==> src/rtl/spec_ram_pkg.sv <==
// Shared definitions for the reference-spectrum RAM writer and reader.
// Holds the stored bin window, the capture FSM states and the complex sample type.
package spec_ram_pkg;

  localparam int DATA_W     = 16;
  localparam int IDX_W      = 13;
  localparam int ADDR_W     = 12;
  localparam int BIN_LO     = 5;
  localparam int BIN_HI     = 2750;
  localparam int SPEC_DEPTH = BIN_HI - BIN_LO + 1;

  typedef enum logic [1:0] {
    IDLE,
    ARM,
    CAPTURE,
    DONE
  } spec_wr_state_e;

  // Imag sits in the upper half so a cplx_t overlays the stream tdata layout directly.
  typedef struct packed {
    logic signed [DATA_W-1:0] im;
    logic signed [DATA_W-1:0] re;
  } cplx_t;

endpackage

==> src/rtl/spec_wr_scale.sv <==
// Round-half-up arithmetic right shift with signed saturation for one component.
// Enabled by SPEC_WR_SCALE_EN; without it the sample passes through unchanged.
module spec_wr_scale #(
  parameter int DATA_W   = 16,
  parameter int SCALE_SH = 0
) (
  input  logic [DATA_W-1:0] din,
  output logic [DATA_W-1:0] dout
);

`ifdef SPEC_WR_SCALE_EN
  localparam bit SCALE_EN = 1'b1;
`else
  localparam bit SCALE_EN = 1'b0;
`endif

  if (SCALE_EN && (SCALE_SH > 0)) begin : g_scale
    localparam logic signed [DATA_W:0] SAT_MAX = {2'b00, {(DATA_W-1){1'b1}}};
    localparam logic signed [DATA_W:0] SAT_MIN = {2'b11, {(DATA_W-1){1'b0}}};
    localparam logic signed [DATA_W:0] HALF    = (DATA_W+1)'(2 ** (SCALE_SH - 1));

    logic signed [DATA_W:0] rounded;
    logic signed [DATA_W:0] shifted;

    // One guard bit keeps the rounding add from wrapping at the positive limit.
    always_comb begin
      rounded = $signed({din[DATA_W-1], din}) + HALF;
      shifted = rounded >>> SCALE_SH;
      if (shifted > SAT_MAX) begin
        dout = SAT_MAX[DATA_W-1:0];
      end else if (shifted < SAT_MIN) begin
        dout = SAT_MIN[DATA_W-1:0];
      end else begin
        dout = shifted[DATA_W-1:0];
      end
    end
  end else begin : g_pass
    assign dout = din;
  end

endmodule

==> src/rtl/spec_ram_writer.sv <==
// Captures one FFT output frame from AXI-Stream and writes bins BIN_LO..BIN_HI to the spectrum RAM.
// Optional per-component scaling is enabled with SPEC_WR_SCALE_EN (see spec_wr_scale).
module spec_ram_writer #(
  parameter int DATA_W   = spec_ram_pkg::DATA_W,
  parameter int IDX_W    = spec_ram_pkg::IDX_W,
  parameter int ADDR_W   = spec_ram_pkg::ADDR_W,
  parameter int BIN_LO   = spec_ram_pkg::BIN_LO,
  parameter int BIN_HI   = spec_ram_pkg::BIN_HI,
  parameter int SCALE_SH = 0
) (
  input  logic                fft_clk,
  input  logic                sys_rst,
  input  logic                capture_start,
  input  logic [2*DATA_W-1:0] s_axis_tdata,
  input  logic [IDX_W-1:0]    s_axis_tuser,
  input  logic                s_axis_tvalid,
  input  logic                s_axis_tlast,
  output logic                s_axis_tready,
  output logic                wr_en,
  output logic [ADDR_W-1:0]   wr_addr,
  output logic [DATA_W-1:0]   wr_real,
  output logic [DATA_W-1:0]   wr_imag,
  output logic                busy,
  output logic                done,
  output logic [ADDR_W:0]     bins_written,
  output logic                err_frame
);
  import spec_ram_pkg::*;

  localparam logic [IDX_W-1:0] LO_IDX   = IDX_W'(BIN_LO);
  localparam logic [IDX_W-1:0] HI_IDX   = IDX_W'(BIN_HI);
  localparam logic [IDX_W-1:0] LAST_IDX = '1;

  spec_wr_state_e    state_q, state_d;
  logic              start_q;
  logic              start_edge;
  logic [IDX_W-1:0]  exp_idx_q;
  logic [IDX_W-1:0]  exp_cmp;
  logic              accept;
  logic              take;
  logic              in_win;
  logic              is_final;
  logic              frame_end;
  logic              seq_err;
  logic [DATA_W-1:0] real_scaled;
  logic [DATA_W-1:0] imag_scaled;

  spec_wr_scale #(.DATA_W(DATA_W), .SCALE_SH(SCALE_SH)) u_scale_re (
    .din  (s_axis_tdata[DATA_W-1:0]),
    .dout (real_scaled)
  );

  spec_wr_scale #(.DATA_W(DATA_W), .SCALE_SH(SCALE_SH)) u_scale_im (
    .din  (s_axis_tdata[2*DATA_W-1:DATA_W]),
    .dout (imag_scaled)
  );

  // NOTE: every signal driven here gets a value on every path (state_d defaulted
  // before the case), otherwise synthesis infers a latch to hold the old value.
  always_comb begin
    start_edge    = capture_start & ~start_q;
    s_axis_tready = (state_q == ARM) || (state_q == CAPTURE);
    busy          = s_axis_tready;
    done          = (state_q == DONE);
    accept        = s_axis_tvalid & s_axis_tready;
    // In ARM only the bin-0 beat starts the frame; every other beat is drained.
    take          = accept & ((state_q == CAPTURE) | (s_axis_tuser == '0));
    exp_cmp       = (state_q == ARM) ? '0 : exp_idx_q;
    in_win        = (s_axis_tuser >= LO_IDX) && (s_axis_tuser <= HI_IDX);
    is_final      = (s_axis_tuser == LAST_IDX);
    frame_end     = take & (s_axis_tlast | is_final);
    seq_err       = take & ((s_axis_tuser != exp_cmp) | (s_axis_tlast ^ is_final));

    state_d = state_q;
    unique case (state_q)
      IDLE:         if (start_edge) state_d = ARM;
      ARM, CAPTURE: begin
        if (frame_end) begin
          state_d = DONE;
        end else if (take) begin
          state_d = CAPTURE;
        end
      end
      DONE:         state_d = IDLE;
      default:      state_d = IDLE;
    endcase
  end

  // NOTE: sequential state uses non-blocking assignments so every register
  // samples pre-edge values, independent of statement order in this block.
  always_ff @(posedge fft_clk) begin
    if (sys_rst) begin
      state_q      <= IDLE;
      start_q      <= 1'b0;
      exp_idx_q    <= '0;
      wr_en        <= 1'b0;
      wr_addr      <= '0;
      wr_real      <= '0;
      wr_imag      <= '0;
      bins_written <= '0;
      err_frame    <= 1'b0;
    end else begin
      state_q <= state_d;
      start_q <= capture_start;
      wr_en   <= take & in_win;

      if (take) begin
        exp_idx_q <= s_axis_tuser + IDX_W'(1);
      end

      // Address and data hold between writes; only the strobe drops.
      if (take & in_win) begin
        wr_addr      <= ADDR_W'(s_axis_tuser - LO_IDX);
        wr_real      <= real_scaled;
        wr_imag      <= imag_scaled;
        bins_written <= bins_written + (ADDR_W+1)'(1);
      end

      if ((state_q == IDLE) && start_edge) begin
        bins_written <= '0;
        err_frame    <= 1'b0;
      end else if (seq_err) begin
        err_frame <= 1'b1;
      end
    end
  end

endmodule

==> config.mk <==
export PLATFORM = sky130hd
export DESIGN_NAME = spec_ram_writer
export DESIGN_NICKNAME = d
export VERILOG_FILES = /design/src/rtl/spec_ram_pkg.sv /design/src/rtl/spec_wr_scale.sv /design/src/rtl/spec_ram_writer.sv
export SDC_FILE = /design/constraint.sdc
export NUM_CORES = 1
export LEC_CHECK = 0
export CAP_MARGIN = 10
export CORE_UTILIZATION = 51
export CTS_CLUSTER_DIAMETER = 60
export CTS_CLUSTER_SIZE = 14
export DETAILED_ROUTE_END_ITERATION = 7
export PLACE_DENSITY_LB_ADDON = 0.1
export SLEW_MARGIN = 0
export SYNTH_ARGS = -nofsm -noshare
export SYNTH_HDL_FRONTEND = slang
export SYNTH_SLANG_ARGS = --single-unit
==> constraint.sdc <==
create_clock -name fft_clk -period 5.3 [get_ports fft_clk]
set_clock_uncertainty 0.15 [all_clocks]
set_input_delay 0.53 -clock fft_clk [delete_from_list [all_inputs] [get_ports fft_clk]]
set_output_delay 0.53 -clock fft_clk [all_outputs]
set_load 0.01 [all_outputs]
# After elaboration in Yosys (flattened, before gate mapping)
# Index checks and enable logic that the tools add are counted.
# op_classes
n_reduce_logical,8
addsub,3
order_cmp,2
n_eq_ne,7
mux,5
bitwise_logic,11
# op_table
operator,n
$add 13x1->13 const B,2
$eq 13x13->1 const B,1
$ge 13x3->1 const B,1
$le 13x12->1 const B,1
$logic_not 13->1,1
$mux 13,1
$ne 13x13->1,1
$sub 12x3->12 const B,1
$and 1x1->1,6
$mux 2,3
$pmux 2 s3,1
$eq 2x2->1 const B,2
$reduce_or 2->1,2
$ne 3x3->1 const B,1
$or 1x1->1,3
$eq 2x1->1 const B,1
$logic_and 1x1->1,2
$logic_not 2->1,1
$ne 2x2->1 const B,1
$reduce_and 2->1,1
$logic_or 1x1->1,1
$not 1->1,1
$xor 1x1->1,1
# totals
ff_bits,75
output_inout_bits,62
inputBits,50
wordCells,45

# Logic depth before layout (Yosys ltp)
# Gate-level depths: netlist (run 1).
# logic_depth
depth_word,7
mapped_depth,9
ltp_nobuf,9

# By module
# Synthesis (run 1) repeated with hierarchy kept, for this count alone.
# unflattened
cells_unflattened,505
hier_area_um2,4087.7
# modules_own_cells
mod,cells_per_inst,area_each_um2,instances
spec_ram_writer,473,3847.4,1
spec_wr_scale,16,120.1,2

# Least setup slack after synthesis (run 1)
# No wires, ideal clock.
# synth_path
path_kind,in2reg
from,in s_axis_tuser[0]
to,reg bins_written[10]
slack_ns,2.457
path_stages,8
arrival_time_ns,2.623
setup_time_ns,0.070
path_buffers,1
cell_sequence,inv_1 > ha_1 > or3b_2 > o41ai_4 > o21ai_2 > buf_6 > or4_1 > a21oi_1
# synth_between
elab_chain_cells,4
word_cells_on_any_way,7
cone_classes,order compare (2); bitwise (3); reduce/logical (2)
# synth_rtl
item,line_no,source
from (decl),spec_ram_writer.sv:15,"input logic [IDX_W-1:0] s_axis_tuser,"
"parallel branches: the longest is 3 deep, another holds $ge 13x3->1",-,
$and 1x1->1 *,spec_ram_writer.sv:112,if (take & in_win) begin
to (signal assigned),spec_ram_writer.sv:116,bins_written <= bins_written + (ADDR_W+1)'(1);
to (decl),spec_ram_writer.sv:25,"output logic [ADDR_W:0] bins_written,"
# Mark *: on every way between the ends.
# A chain may end at the register's enable or synchronous reset.

# Final worst setup path (run 1)
# layout_path
from,in s_axis_tuser[0]
to,reg bins_written[8]
# Same word-level chain as after synthesis.

==> impl_metrics.env, run 1 <==
export IMPL_status="finished, final reports clean"
export IMPL_routedWlPerCell_um=15.7
export IMPL_yosysTopAreaCell="dfxtp_1"
export IMPL_powerDensity_mw_per_mm2=239
export IMPL_critPathLaunchType="input pin"
export IMPL_post_route_util_pct=71.1
export IMPL_ant_nets=0
export IMPL_ys_top_cells_by_area="dfxtp_1, a21oi_1, nand3_1, o21ai_0, a211oi_1"
export IMPL_finalCritPeriodShare_pct=67.0
export IMPL_die_h_um=88.9
export IMPL_drtIter0Drc=168
export IMPL_synth_edf_count=0
export IMPL_crit_path_max_fanout=54
export IMPL_syn_inst=473
export IMPL_grt_pass1_wl_um=16300
export IMPL_hp_class="reg -> reg"
export IMPL_n_antenna_cell=0
export IMPL_top_level_ports=112
export IMPL_ctsResizeCount=0
export IMPL_crit_chain="clkdlybuf4s50_1 > inv_1 > ha_1 > or3b_2 > o41ai_4 > o21ai_4 > buf_4 > or4_1 > a21oi_1"
export IMPL_slew_headroom_pct=21.8
export IMPL_cts_root_buffer="clkbuf_8"
export IMPL_clk_insertion_delay_late_ns=0.34
export IMPL_rr_worst_depth=8
export IMPL_fin_nets=616
export IMPL_synth_commonest_cells="dfxtp_1, a21oi_1, nand3_1"
export IMPL_finalHoldViolations=0
export IMPL_syn_area_per_cell_um2=8.13
export IMPL_drive_above_1_share_pct=5.18
export IMPL_cellLeakagePower_nw=1.69
export IMPL_yosysSeqAreaShare_pct=39.0
export IMPL_max_freq_mhz=281
export IMPL_io_buffers=111
export IMPL_place_gp_congestion=0.887
export IMPL_dr_pass1_iters=5
export IMPL_p_int_w=0.000935
export IMPL_vias=3774
export IMPL_core_mm2=0.00725
export IMPL_clk_pin_slew_worst_paths_ns=0.07
export IMPL_final_setup_tns_ns=0
export IMPL_worst_pin_slew_ns=1.17
export IMPL_start_util_pct=53.0
export IMPL_slowest_delay_ns=0.59
export IMPL_cts_path_max_buffers=2
export IMPL_dieArea_mm2=0.00790
export IMPL_min_period_ns=3.55
export IMPL_die_x_um=88.9
export IMPL_cp_end_kind="flop"
export IMPL_r2r_end="bins_written[8]$_SDFFE_PP0P_"
export IMPL_wl_um=10300
export IMPL_min_path_cells=2
export IMPL_synthFlopType="dfxtp_1"
export IMPL_setup_violations=0
export IMPL_critPathTopFamily="buffers and inverters"
export IMPL_hp_start="bins_written[12]$_SDFFE_PP0P_"
export IMPL_dp_hpwl_um=6870
export IMPL_cts_buffers=9
export IMPL_grtUsageTotal_pct=26.9
export IMPL_required_ns=5.42
export IMPL_critPathArrivalTime_ns=3.68
export IMPL_reg2reg_slack_ns=2.30
export IMPL_drcViolationCount=0
export IMPL_async_flop_share_pct=0
export IMPL_std_cell_rows=31
export IMPL_min_to="bins_written[12]$_SDFFE_PP0P_"
export IMPL_combinationalPowerShare_pct=11.5
export IMPL_antenna_found_initial=0
export IMPL_area_growth_pct=34.0
export IMPL_ir_worst_vdd_uv=199
export IMPL_ys_warn_count=0
export IMPL_cts_tree="built"
export IMPL_grt_setup_unrepaired="no"
export IMPL_crit_buf_inv=3
export IMPL_syn_nets=533
export IMPL_grt_overflow_total=0
export IMPL_p_seq_share_pct=46.0
export IMPL_synth_area_mm2=0.00385
export IMPL_vias_per_cell=5.73
export IMPL_ys_seq_elements=75
export IMPL_hold_buffers=0
export IMPL_clock_sinks=75
export IMPL_synth_cell_types=49
export IMPL_crit_slowest_cell="clkdlybuf4s50_1"
export IMPL_path_class="in -> reg"
export IMPL_synth_top_cell_area_share_pct=39.0
export IMPL_rr_startpoint="state_q[0]$_SDFFE_PP0P_"
export IMPL_grt_start_max_net_pins=64
export IMPL_p_switching_w=0.000297
export IMPL_clkPwrFrac_pct=42.5
export IMPL_yosysMostFrequentCell="dfxtp_1"
export IMPL_grt_pass1_vias=3429
export IMPL_switching_share_pct=24.1
export IMPL_finalMaxSlewViolations=0
export IMPL_postCtsSetupRepairBufs=0
export IMPL_cap_violations=0
export IMPL_cts_htree_levels=3
## worst max path at each step
stage	from	to	slack, ns	cells after the start
floorplan	s_axis_tuser[0]	bins_written[10]$_SDFFE_PP0P_	2.46	8
global placement	s_axis_tuser[7]	bins_written[2]$_SDFFE_PP0P_	1.46	6
detailed placement	s_axis_tuser[0]	bins_written[9]$_SDFFE_PP0P_	1.41	9
CTS	s_axis_tuser[0]	bins_written[8]$_SDFFE_PP0P_	1.78	9
global route	s_axis_tuser[7]	wr_imag[15]$_SDFFE_PP0P_	1.51	7
finish	s_axis_tuser[0]	bins_written[8]$_SDFFE_PP0P_	1.75	9
## routing by layer
metal	vias to the layer above	track usage (%)	wire (um)
li1	1869	-	-
met1	1770	34.0	4610
met2	117	45.0	5010
met3	18	4.66	519
met4	0	11.6	175
met5	-	0	0
## flip-flops by register name, indices dropped and copies added, names as in the netlist
signal and flops:
start_q 1, wr_real 16, bins_written 13, wr_imag 16, err_frame 1, wr_addr 12
exp_idx_q 13, state_q 2, wr_en 1
## power by group through the flow
stage | logic, W | clock network [W] | registers, W
3_3_place_gp | 0.000137 | 0 | 0.000579
5_1_grt | 0.000154 | 0.000551 | 0.000566
6_report | 0.000142 | 0.000524 | 0.000566
2_1_floorplan | 0.0000818 | 0 | 0.000579
3_5_place_dp | 0.000139 | 0 | 0.000579
4_1_cts | 0.000140 | 0.000526 | 0.000566
## logic make-up (layout without fill, tap and decap cells)
| logic type | after synthesis | count (layout) | synth area share (%) |
|---|---|---|---|
| AOI/OAI and AO/OA | 159 | 159 | 25.1 |
| and+or+nand+nor | 144 | 144 | 19.6 |
| DFF | 75 | 75 | 39.0 |
| buffers and inverters | 57 | 144 | 6.60 |
| xor gates and xnor gates | 25 | 25 | 5.69 |
| adders and majority gates | 10 | 10 | 3.25 |
| muxes | 3 | 3 | 0.781 |
## area by class of cell
type                    count  area [um2]
fillers                   612        2100
inverters                  13        48.8
flip-flops and latches     75        1500
repair buffers            116        1140
clock inverters             5         103
clock buffers              10         128
multi-input cells         341        2110
well taps                  99         124
## tightest hold or removal path, stage by stage (launching register included)
cell and delay (ns):
dfxtp_1 0.32, nand2_1 0.05, mux2i_1 0.05
## through the flow
step                instance area [um2]  power (W)  std cells  hold slack (ns)  setup slack [ns]
global placement                   4920   0.000716        644            0.300              1.46
floorplan                          3850   0.000661        473            0.320              2.46
detailed placement                 4920   0.000718        644            0.314              1.41
finish                             5150    0.00123        659            0.320              1.75
CTS                                5150    0.00123        659            0.324              1.78
global route                       5150    0.00127        659            0.347              1.51
## cells in the final DEF, fill, tap and decap left out, types with 7 or more instances in the layout
| cell | synthesis | layout |
|---|---|---|
| clkdlybuf4s50_1 | 0 | 110 |
| dfxtp_1 | 75 | 75 |
| a21oi_1 | 59 | 59 |
| nand3_1 | 46 | 46 |
| o21ai_0 | 43 | 43 |
| nor2_1 | 33 | 33 |
| a211oi_1 | 22 | 22 |
| nand2_1 | 17 | 17 |
| xnor2_1 | 16 | 16 |
| inv_1 | 13 | 13 |
| ha_1 | 10 | 10 |
| xor2_1 | 9 | 9 |
| clkbuf_8 | 0 | 9 |
| o31ai_1 | 8 | 8 |
| or4_1 | 7 | 7 |
Power figures use the tool's default switching activity.
==> inputs of run 2 (changes only) <==
--- a/config.mk
+++ b/config.mk
@@ -6,7 +6,7 @@
 export NUM_CORES = 1
 export LEC_CHECK = 0
 export CAP_MARGIN = 10
-export CORE_UTILIZATION = 51
+export CORE_UTILIZATION = 48
 export CTS_CLUSTER_DIAMETER = 60
 export CTS_CLUSTER_SIZE = 14
 export DETAILED_ROUTE_END_ITERATION = 7
==> constraint.sdc (replaced) <==
create_clock -name fft_clk -period 3.3 [get_ports fft_clk]
set_clock_uncertainty 0.15 [all_clocks]
set_input_delay 0.33 -clock fft_clk [delete_from_list [all_inputs] [get_ports fft_clk]]
set_output_delay 0.33 -clock fft_clk [all_outputs]
set_load 0.01 [all_outputs]
==> impl_metrics.env, run 2 (synthesis results as in run 1) <==
export IMPL_top_level_ports=112
export IMPL_grt_overflow_total=0
export IMPL_critPathArrivalTime_ns=3.00
export IMPL_layout_commonest_cell="clkdlybuf4s50_1"
export IMPL_grt_pass1_wl_um=17100
export IMPL_crit_chain="clkdlybuf4s50_1 > inv_1 > ha_1 > or3b_2 > o41ai_4 > o21ai_4 > or4_1 > a21oi_1"
export IMPL_finalHoldViolations=0
export IMPL_hold_buffers=0
export IMPL_max_freq_mhz=347
export IMPL_rr_worst_depth=7
export IMPL_core_mm2=0.00773
export IMPL_grt_setup_unrepaired="no"
export IMPL_final_setup_tns_ns=0
export IMPL_n_antenna_cell=0
export IMPL_clk_insertion_delay_late_ns=0.35
export IMPL_grt_util_met3_pct=5.11
export IMPL_dr_pass1_iters=4
export IMPL_min_path_cells=2
export IMPL_busiest_layer="met2"
export IMPL_routedWlPerCell_um=15.2
export IMPL_vias_per_cell=5.65
export IMPL_dieArea_mm2=0.00838
export IMPL_cts_root_buffer="clkbuf_8"
export IMPL_finalCritPeriodShare_pct=87.4
export IMPL_area_growth_pct=38.0
export IMPL_cap_violations=0
export IMPL_io_buffers=111
export IMPL_hp_start="sys_rst"
export IMPL_dp_hpwl_um=7110
export IMPL_reg2reg_slack_ns=0.49
export IMPL_post_route_util_pct=68.7
export IMPL_clk_pin_slew_worst_paths_ns=0.08
export IMPL_finalMaxSlewViolations=0
export IMPL_path_class="in -> reg"
export IMPL_cp_end_kind="flop"
export IMPL_cts_buffers=9
export IMPL_setup_violations=0
export IMPL_critPathTopFamily="simple AND/OR/NAND/NOR gates"
export IMPL_final_cells=680
export IMPL_postCtsSetupRepairBufs=0
export IMPL_slew_headroom_pct=56.1
export IMPL_vias=3842
export IMPL_cts_tree="built"
export IMPL_grt_pass1_vias=3676
export IMPL_drcViolationCount=0
export IMPL_cellLeakagePower_nw=1.78
export IMPL_powerDensity_mw_per_mm2=374
export IMPL_ctsResizeCount=0
export IMPL_cts_htree_levels=3
export IMPL_ant_nets=0
export IMPL_status="finished, final reports clean"
export IMPL_fin_nets=635
export IMPL_n_fill_cell=631
export IMPL_drive_above_1_share_pct=8.30
export IMPL_top_regs="wr_imag x16, wr_real x16"
export IMPL_antenna_found_initial=0
export IMPL_cts_path_max_buffers=2
export IMPL_critPathLaunchType="input pin"
export IMPL_drtIter0Drc=136
export IMPL_wl_um=10300
export IMPL_rr_startpoint="state_q[0]$_SDFFE_PP0P_"
export IMPL_std_cell_rows=32
export IMPL_mostFrequentLayoutCells="clkdlybuf4s50_1, dfxtp_1, a21oi_1"
export IMPL_worst_pin_slew_ns=0.658
export IMPL_min_period_ns=2.88
export IMPL_grt_met2_usage_pct=42.1
export IMPL_min_to="wr_imag[13]$_SDFFE_PP0P_"
export IMPL_place_gp_congestion=0.854
export IMPL_crit_path_max_fanout=26
export IMPL_die_h_um=91.5
export IMPL_grt_start_max_net_pins=48
export IMPL_r2r_end="bins_written[4]$_SDFFE_PP0P_"
export IMPL_slowest_delay_ns=0.57
export IMPL_crit_slowest_cell="or4_1"
export IMPL_dp_cells=666
export IMPL_crit_buf_inv=2
export IMPL_die_x_um=91.5
export IMPL_required_ns=3.42
export IMPL_clock_sinks=75
export IMPL_ir_worst_vdd_uv=195
export IMPL_start_util_pct=49.8
export IMPL_grtUsageTotal_pct=25.2
export IMPL_hp_class="in -> reg"
export IMPL_grtUsageMet1_pct=31.6
[run 2: changes by cell type in the layout (fill, tap and decap cells not counted)]
| cell | before | now |
|---|---|---|
| clkinv_4 | 0 | 1 |
| buf_12 | 0 | 1 |
| clkbuf_1 | 1 | 0 |
| clkinvlp_4 | 1 | 0 |
| buf_4 | 5 | 23 |
[run 2: worst max path at each step]
stage / from / to / slack, ns / depth (start not counted)
floorplan: s_axis_tuser[0] / bins_written[10]$_SDFFE_PP0P_ / 0.66 / 8
global placement: s_axis_tuser[0] / bins_written[10]$_SDFFE_PP0P_ / 0.17 / 8
detailed placement: s_axis_tuser[0] / bins_written[4]$_SDFFE_PP0P_ / 0.1 / 8
CTS: s_axis_tuser[0] / bins_written[4]$_SDFFE_PP0P_ / 0.45 / 8
global route: s_axis_tuser[0] / bins_written[9]$_SDFFE_PP0P_ / 0.29 / 8
finish: s_axis_tuser[0] / bins_written[4]$_SDFFE_PP0P_ / 0.42 / 8
[run 2: area by class of cell]
type | instances | area [um2] | area share [%]
Clock inverter | 5 | 104 | 1.96
Sequential cell | 75 | 1500 | 28.3
Timing Repair Buffer | 135 | 1300 | 24.5
Tap cell | 102 | 128 | 2.40
Clock buffer | 9 | 124 | 2.33
Multi-Input combinational cell | 341 | 2110 | 39.7
Inverter | 13 | 48.8 | 0.919
[run 2: per-layer routing]
layer | share of wire (%) | vias up | routed length (um)
met5 | 0 | - | 0
met4 | 1.5 | 0 | 158
met3 | 4.6 | 14 | 473
met2 | 49 | 110 | 5030
met1 | 45 | 1816 | 4650
li1 | - | 1902 | -
[run 2: stage by stage]
stage          setup WS (ns)  total power [W]  hold WS [ns]  instance area, um2
4_1_cts                0.454          0.00200         0.215                5310
3_5_place_dp          0.0987          0.00117         0.316                5080
5_1_grt                0.286          0.00206         0.244                5310
2_1_floorplan          0.657          0.00106         0.276                3850
6_report               0.417          0.00199         0.227                5310
3_3_place_gp           0.167          0.00117         0.310                5080
[run 2: worst register-to-register path, cell delays in order (launching register included)]
cell       delay [ns]
dfxtp_1          0.39
inv_1            0.09
ha_1             0.40
nand4bb_1        0.20
o41ai_4          0.51
o21ai_4          0.26
or4_1            0.57
a21oi_1          0.17
[run 2: report_power, final]
part / total (W) / internal (W) / switching [W]
sequential: 0.000909 / 0.000906 / 0.00000228
clock: 0.000835 / 0.000494 / 0.000341
combinational: 0.000243 / 0.000110 / 0.000133
total: 0.00199 / 0.00151 / 0.000477
==> inputs of run 3 (changes only) <==
--- a/config.mk
+++ b/config.mk
@@ -11,6 +11,7 @@
 export CTS_CLUSTER_SIZE = 14
 export DETAILED_ROUTE_END_ITERATION = 7
 export PLACE_DENSITY_LB_ADDON = 0.1
+export REMOVE_ABC_BUFFERS = 1
 export SLEW_MARGIN = 0
 export SYNTH_ARGS = -nofsm -noshare
 export SYNTH_HDL_FRONTEND = slang
==> impl_metrics.env, run 3 (synthesis results as in run 1) <==
export IMPL_area_growth_pct=38.0
export IMPL_crit_path_max_fanout=21
export IMPL_dp_cells=666
export IMPL_dieArea_mm2=0.00838
export IMPL_n_antenna_cell=0
export IMPL_worst_pin_slew_ns=0.611
export IMPL_cts_htree_levels=3
export IMPL_clk_insertion_delay_late_ns=0.35
export IMPL_grt_pass1_wl_um=17200
export IMPL_place_area_mm2=0.00508
export IMPL_ir_worst_vdd_uv=206
export IMPL_post_route_util_pct=68.7
export IMPL_stdcell_area_mm2=0.00531
export IMPL_vias=3846
export IMPL_clk_pin_slew_worst_paths_ns=0.08
export IMPL_top_level_ports=112
export IMPL_critPathLaunchType="input pin"
export IMPL_drive_above_1_share_pct=8.62
export IMPL_die_h_um=91.5
export IMPL_final_cells=682
export IMPL_grt_overflow_total=0
export IMPL_place_gp_congestion=0.850
export IMPL_wl_um=10600
export IMPL_dr_pass1_iters=4
export IMPL_slowest_delay_ns=0.54
export IMPL_io_buffers=111
export IMPL_mostFrequentLayoutCells="clkdlybuf4s50_1, dfxtp_1, a21oi_1"
export IMPL_grtUsageTotal_pct=25.6
export IMPL_core_mm2=0.00773
export IMPL_critPathArrivalTime_ns=2.99
export IMPL_top_regs="wr_imag x16, wr_real x16"
export IMPL_cellLeakagePower_nw=1.77
export IMPL_grt_start_max_net_pins=57
export IMPL_cts_tree="built"
export IMPL_routedWlPerCell_um=15.6
export IMPL_dp_hpwl_um=7300
export IMPL_final_setup_tns_ns=0
export IMPL_min_path_cells=2
export IMPL_grt_pass1_vias=3582
export IMPL_cts_root_buffer="clkbuf_8"
export IMPL_max_freq_mhz=350
export IMPL_layout_commonest_cell="clkdlybuf4s50_1"
export IMPL_cap_violations=0
export IMPL_crit_slowest_cell="or4_1"
export IMPL_grt_setup_unrepaired="no"
export IMPL_final_setup_worst_slack_ns=0.440
export IMPL_crit_chain="clkdlybuf4s50_1 > inv_1 > ha_1 > or3b_2 > o41ai_4 > o21ai_4 > or4_1 > a21oi_1"
export IMPL_std_cell_rows=32
export IMPL_rr_worst_depth=7
export IMPL_path_class="in -> reg"
export IMPL_min_period_ns=2.86
export IMPL_status="finished, final reports clean"
export IMPL_die_x_um=91.5
export IMPL_vias_per_cell=5.64
export IMPL_finalCritPeriodShare_pct=86.7
export IMPL_ctsResizeCount=0
export IMPL_hold_buffers=0
export IMPL_setup_violations=0
export IMPL_drtIter0Drc=197
export IMPL_antenna_found_initial=0
export IMPL_cts_buffers=9
export IMPL_hp_class="in -> reg"
export IMPL_drcViolationCount=0
export IMPL_cts_path_max_buffers=2
export IMPL_powerDensity_mw_per_mm2=368
export IMPL_fin_nets=635
export IMPL_postCtsSetupRepairBufs=0
export IMPL_required_ns=3.43
export IMPL_clock_sinks=75
export IMPL_ant_nets=0
export IMPL_place_ws_ns=0.0805
export IMPL_finalHoldViolations=0
export IMPL_cp_end_kind="flop"
export IMPL_start_util_pct=49.8
export IMPL_finalMaxSlewViolations=0
export IMPL_slew_headroom_pct=59.3
-- run 3: critical path, delay by kind of cell --
family | cells | cell delay (ns)
simple gates | 2 | 1.03
compound gates | 3 | 0.84
buf+inv | 2 | 0.56
fa+ha+maj | 1 | 0.21
-- run 3: report_power, final --
group | switching (W) | internal [W] | total, W
clock network | 0.000371 | 0.000429 | 0.000800
logic | 0.000133 | 0.000110 | 0.000243
registers | 0.00000253 | 0.000906 | 0.000909
-- run 3: metal layers --
metal  vias up  GRT usage [%]  part of all wire (%)
li1       1914              -                     -
met1      1820           32.9                    45
met2       100           43.0                    50
met3        12           5.03                   4.7
met4         0           8.07                   1.0
met5         -              0                     0
-- run 3: path summary, 6_finish.rpt --
path | start | slack, ns | endpoint
worst min register to register | bins_written[12]$_SDFFE_PP0P_ | 0.33 | bins_written[12]$_SDFFE_PP0P_
worst max-delay path | s_axis_tuser[1] | 0.44 | bins_written[8]$_SDFFE_PP0P_
worst min-delay path | sys_rst | 0.14 | start_q$_SDFF_PP0_
worst max register to register | state_q[0]$_SDFFE_PP0P_ | 0.60 | bins_written[8]$_SDFFE_PP0P_
-- run 3: area by class of cell --
class	count	area (um2)
fill	658	2420
multi-input combinational	341	2110
sequential	75	1500
timing repair buffer	135	1300
tap	102	128
clock buffer	9	124
clock inverter	7	100
inverter	13	48.8
-- run 3: stage by stage --
stage               hold slack, ns  power [W]
floorplan                    0.247    0.00102
global placement             0.306    0.00117
detailed placement           0.318    0.00117
CTS                          0.136    0.00197
global route                 0.136    0.00203
finish                       0.142    0.00195
==> variant 1 (settings of run 3) <==
Re-encode `spec_wr_state_e` (4 states) as one-hot, 4 bits wide.
--- a/src/rtl/spec_ram_pkg.sv
+++ b/src/rtl/spec_ram_pkg.sv
@@ -10,9 +10,9 @@
   localparam int SPEC_DEPTH = BIN_HI - BIN_LO + 1;
 
-  typedef enum logic [1:0] {
-    IDLE,
-    ARM,
-    CAPTURE,
-    DONE
+  typedef enum logic [3:0] {
+    IDLE    = 4'b0001,
+    ARM     = 4'b0010,
+    CAPTURE = 4'b0100,
+    DONE    = 4'b1000
   } spec_wr_state_e;
 
Function: no difference found for any inputs over 10 cycles, from zero or initial values and one cycle with sys_rst high; not proved beyond that.
==> variant 1 against run 3 <==
Worst setup slack improved by 0.073 ns; routed wire length decreased by 8.0%; combinational power decreased by 26%; clock power increased by 9.0%; total power increased by 1.7%; maximum frequency increased by 2.6%; sequential power increased by 2.6%; cell area decreased by 1.9%; sequential cell count increased by 2; synthesized area decreased by 4.1%; critical path type unchanged; critical endpoint unchanged; largest power group unchanged.
==> variant 1: results <==
{
  "dp_slack_ns": 0.234,
  "drive_above_1_share_pct": 7.49,
  "placed_area_um2": 4960,
  "num-fill-cells": 588,
  "tightest_slew_ns": 0.534,
  "power.leakage_nw": 1.72,
  "synth_common_cells": "nand2_1 (91), dfxtp_1 (77), nor2_1 (46)",
  "cp_data_arrival_time_ns": 2.91,
  "hold_slack_ns": 0.277,
  "cp-startpoint": "s_axis_tuser[6]",
  "crit_fanout": 8,
  "vias": 3605,
  "vdd_ir_drop_max_uv": 206,
  "synth-seq-area-share_pct": 41.8,
  "grt_usage_pct": 24.7,
  "areaGrowthSynthToFinish_pct": 41.1,
  "grt_pass1_wl_um": 15300,
  "synth_cell_types": 52,
  "period_needed_ns": 2.79,
  "wl_per_cell_um": 14.5,
  "status": "complete, no violations",
  "hpwl_um": 7300,
  "gp_congestion": 0.921,
  "slowest_delay_ns": 0.57,
  "drt_iter0_markers": 107,
  "nNetsFinal": 626,
  "r2r-start": "state_q[3]$_SDFFE_PP0P_"
}
[variant 1: path summary, 6_finish.rpt]
check                                 end  cells past startpoint
min reg2reg      wr_imag[15]$_SDFFE_PP0P_                      2
max reg2reg       wr_addr[9]$_SDFFE_PP0P_                      7
max          bins_written[8]$_SDFFE_PP0P_                      7
min                    start_q$_SDFF_PP0_                      2
[variant 1: worst register-to-register path, stage by stage, from the launching register on]
cell,delay [ns]
dfxtp_1,0.37
nor4b_4,0.34
nand4_2,0.18
o21a_1,0.31
nor3_4,0.30
buf_12,0.28
nor2_1,0.08
a311oi_1,0.22
[variant 1: power by group]
| part | total (W) | switching [W] | leakage (nW) | internal, W |
|---|---|---|---|---|
| clock | 0.000872 | 0.000360 | 0.123 | 0.000512 |
| sequential | 0.000933 | 0.00000248 | 0.620 | 0.000930 |
| combinational | 0.000180 | 0.0000862 | 0.977 | 0.0000935 |
| total | 0.00198 | 0.000448 | 1.72 | 0.00154 |
[variant 1: layout make-up]
class	count	area share, %
inverter	9	0.649
clock buffer	10	2.45
tap	99	2.38
sequential	77	29.6
multi-input combinational	341	38.2
clock inverter	6	2.28
timing repair buffer	131	24.4
[variant 1: cells by family after synthesis]
kind of cell             share of synthesized area [%]
multiplexers                                     0.814
XOR/XNOR                                          6.41
AND/OR/NAND/NOR                                   26.7
AO/OA/AOI/OAI                                     17.3
flip-flops                                        41.8
adder cells (fa/ha/maj)                           2.37
buffers and inverters                             4.55
[variant 1: metrics by stage]
stage,cells,power [W],TNS (ns)
finish,673,0.00198,0
global route,673,0.00206,0
CTS,673,0.00201,0
detailed placement,657,0.00113,0
global placement,657,0.00113,0
floorplan,427,0.00101,-9.92
[variant 1: metal layers]
layer | share of wire (%) | GRT usage (%)
met1 | 44 | 29.0
met2 | 48 | 44.6
met4 | 1.3 | 7.22
met3 | 6.4 | 6.22
met5 | 0 | 0
==> variant 2 (settings of run 3) <==
Without the edit above. `DATA_W` is set to 16 in 2 places; all go to 32.
--- a/src/rtl/spec_ram_pkg.sv
+++ b/src/rtl/spec_ram_pkg.sv
@@ -3,5 +3,5 @@
 package spec_ram_pkg;
 
-  localparam int DATA_W     = 16;
+  localparam int DATA_W     = 32;
   localparam int IDX_W      = 13;
   localparam int ADDR_W     = 12;
--- a/src/rtl/spec_wr_scale.sv
+++ b/src/rtl/spec_wr_scale.sv
@@ -2,5 +2,5 @@
 // Enabled by SPEC_WR_SCALE_EN; without it the sample passes through unchanged.
 module spec_wr_scale #(
-  parameter int DATA_W   = 16,
+  parameter int DATA_W   = 32,
   parameter int SCALE_SH = 0
 ) (
Ports: changed (resized s_axis_tdata, wr_imag and wr_real); port bits go from 112 to 176. No check against the original RTL was run, so the function may have changed too.
==> variant 2 against run 3 <==
Final cell count grew 33%; non-clock buffer count increased by 61; first-iteration DRC count grew 110%; worst setup slack better by 0.095 ns; sequential cell count grew 32; routed wire length rose by 40%; total power up 24%; synthesized area up 33%; synthesized cell count up 31%; clock power up 1%; cell area up 35%.
==> variant 2: results <==
{
  "placed_cells": 888,
  "cts-root-buf": "clkbuf_8",
  "crit_end": "wr_real[27]$_SDFFE_PP0P_",
  "p_total_w": 0.00242,
  "drtPass1Iterations": 5,
  "nNetsFinal": 855,
  "synth_adder_area_share_pct": 2.45,
  "wl_met1_um": 6400,
  "p_sw_w": 0.000621,
  "cts_setup_buffers": 0,
  "rrSetupSlack_ns": 0.57,
  "cts_buffers": 9,
  "numPortBuffers": 175,
  "insertion_delay_ns": 0.37,
  "vdd_ir_drop_max_uv": 303,
  "routed-wl-met3_um": 778,
  "wl_met2_um": 7330,
  "p_clk_w": 0.000809,
  "tightest_slew_ns": 0.992,
  "synth.area.top_cells": "dfxtp_1 (42%), a21oi_1 (8.9%), nand3_1 (8.0%)",
  "slowest_delay_ns": 0.58,
  "routed_via_density": 5.75,
  "drive_above_1_share_pct": 6.25,
  "cp_data_arrival_time_ns": 2.91,
  "r2r.worst_path.cells": 9,
  "status": "complete, no violations",
  "synth_area_per_cell_um2": 8.22,
  "cts.htree.levels": 3,
  "fin_cells": 904,
  "hold_depth": 3,
  "yosys_warnings": 0,
  "antenna_found_initial": 0,
  "wl_per_cell_um": 16.4,
  "r2r-start": "state_q[1]$_SDFFE_PP0P_",
  "grt_pass1_vias": 4883,
  "hpwl_um": 10200,
  "synthMuxAreaShare_pct": 0.392,
  "grt_max_degree": 94,
  "synth_cell_types": 50,
  "synth-seq-area-share_pct": 41.9,
  "met3_usage_pct": 2.93,
  "holdPathEnd": "err_frame$_SDFFE_PP0P_",
  "clk_pin_slew_ns": 0.11,
  "gp_congestion": 0.940,
  "synth_common_cells": "dfxtp_1 (107), a21oi_1 (91), nand3_1 (82)",
  "grt_usage_pct": 26.6,
  "use_met1_pct": 34.2,
  "cp-startpoint": "s_axis_tuser[5]",
  "drt_iter0_markers": 408,
  "power.leakage_nw": 2.27,
  "power_frac_seq_pct": 53.5,
  "crit_fanout": 35,
  "reg.largest.list": "wr_imag: 32 flops, wr_real: 32 flops",
  "rr_endpoint": "wr_real[25]$_SDFFE_PP0P_",
  "grt_use_met2_pct": 45.5,
  "placed_area_um2": 6990,
  "synth_xor_area_share_pct": 4.63,
  "synth_compound_area_share_pct": 24.5,
  "slowest_stage": "or4b_1",
  "grt_pass1_wl_um": 24000
}
variant 2: changes by cell type after synthesis, moves of 6 or more:
cell | run 3 | this run
nand3_1 | 46 | 82
a21oi_1 | 59 | 91
dfxtp_1 | 75 | 107
o21ai_0 | 43 | 71
clkbuf_1 | 27 | 39
nor3_1 | 4 | 11
clkbuf_2 | 0 | 6
xnor2_1 | 16 | 22
variant 2: area by class of cell:
class                      count  area, um2
timing repair buffer         196       1980
sequential                   107       2140
inverter                       8       30.0
multi-input combinational    441       2670
tap                          136        170
clock buffer                  11        131
clock inverter                 5       62.6
fill                         880       3140
variant 2: kinds of logic after synthesis:
group           count (synthesis)
simple gates                  188
fa+ha+maj                      10
compound gates                214
buf+inv                        73
flops                         107
mux                             2
xor+xnor                       27
variant 2: stage by stage:
step                TNS (ns)  setup WS [ns]  hold WS (ns)
CTS                        0          0.542         0.277
detailed placement         0          0.151         0.316
global placement           0          0.226         0.306
floorplan             -79.84          -1.25         0.245
global route               0          0.402         0.290
finish                     0          0.534         0.288
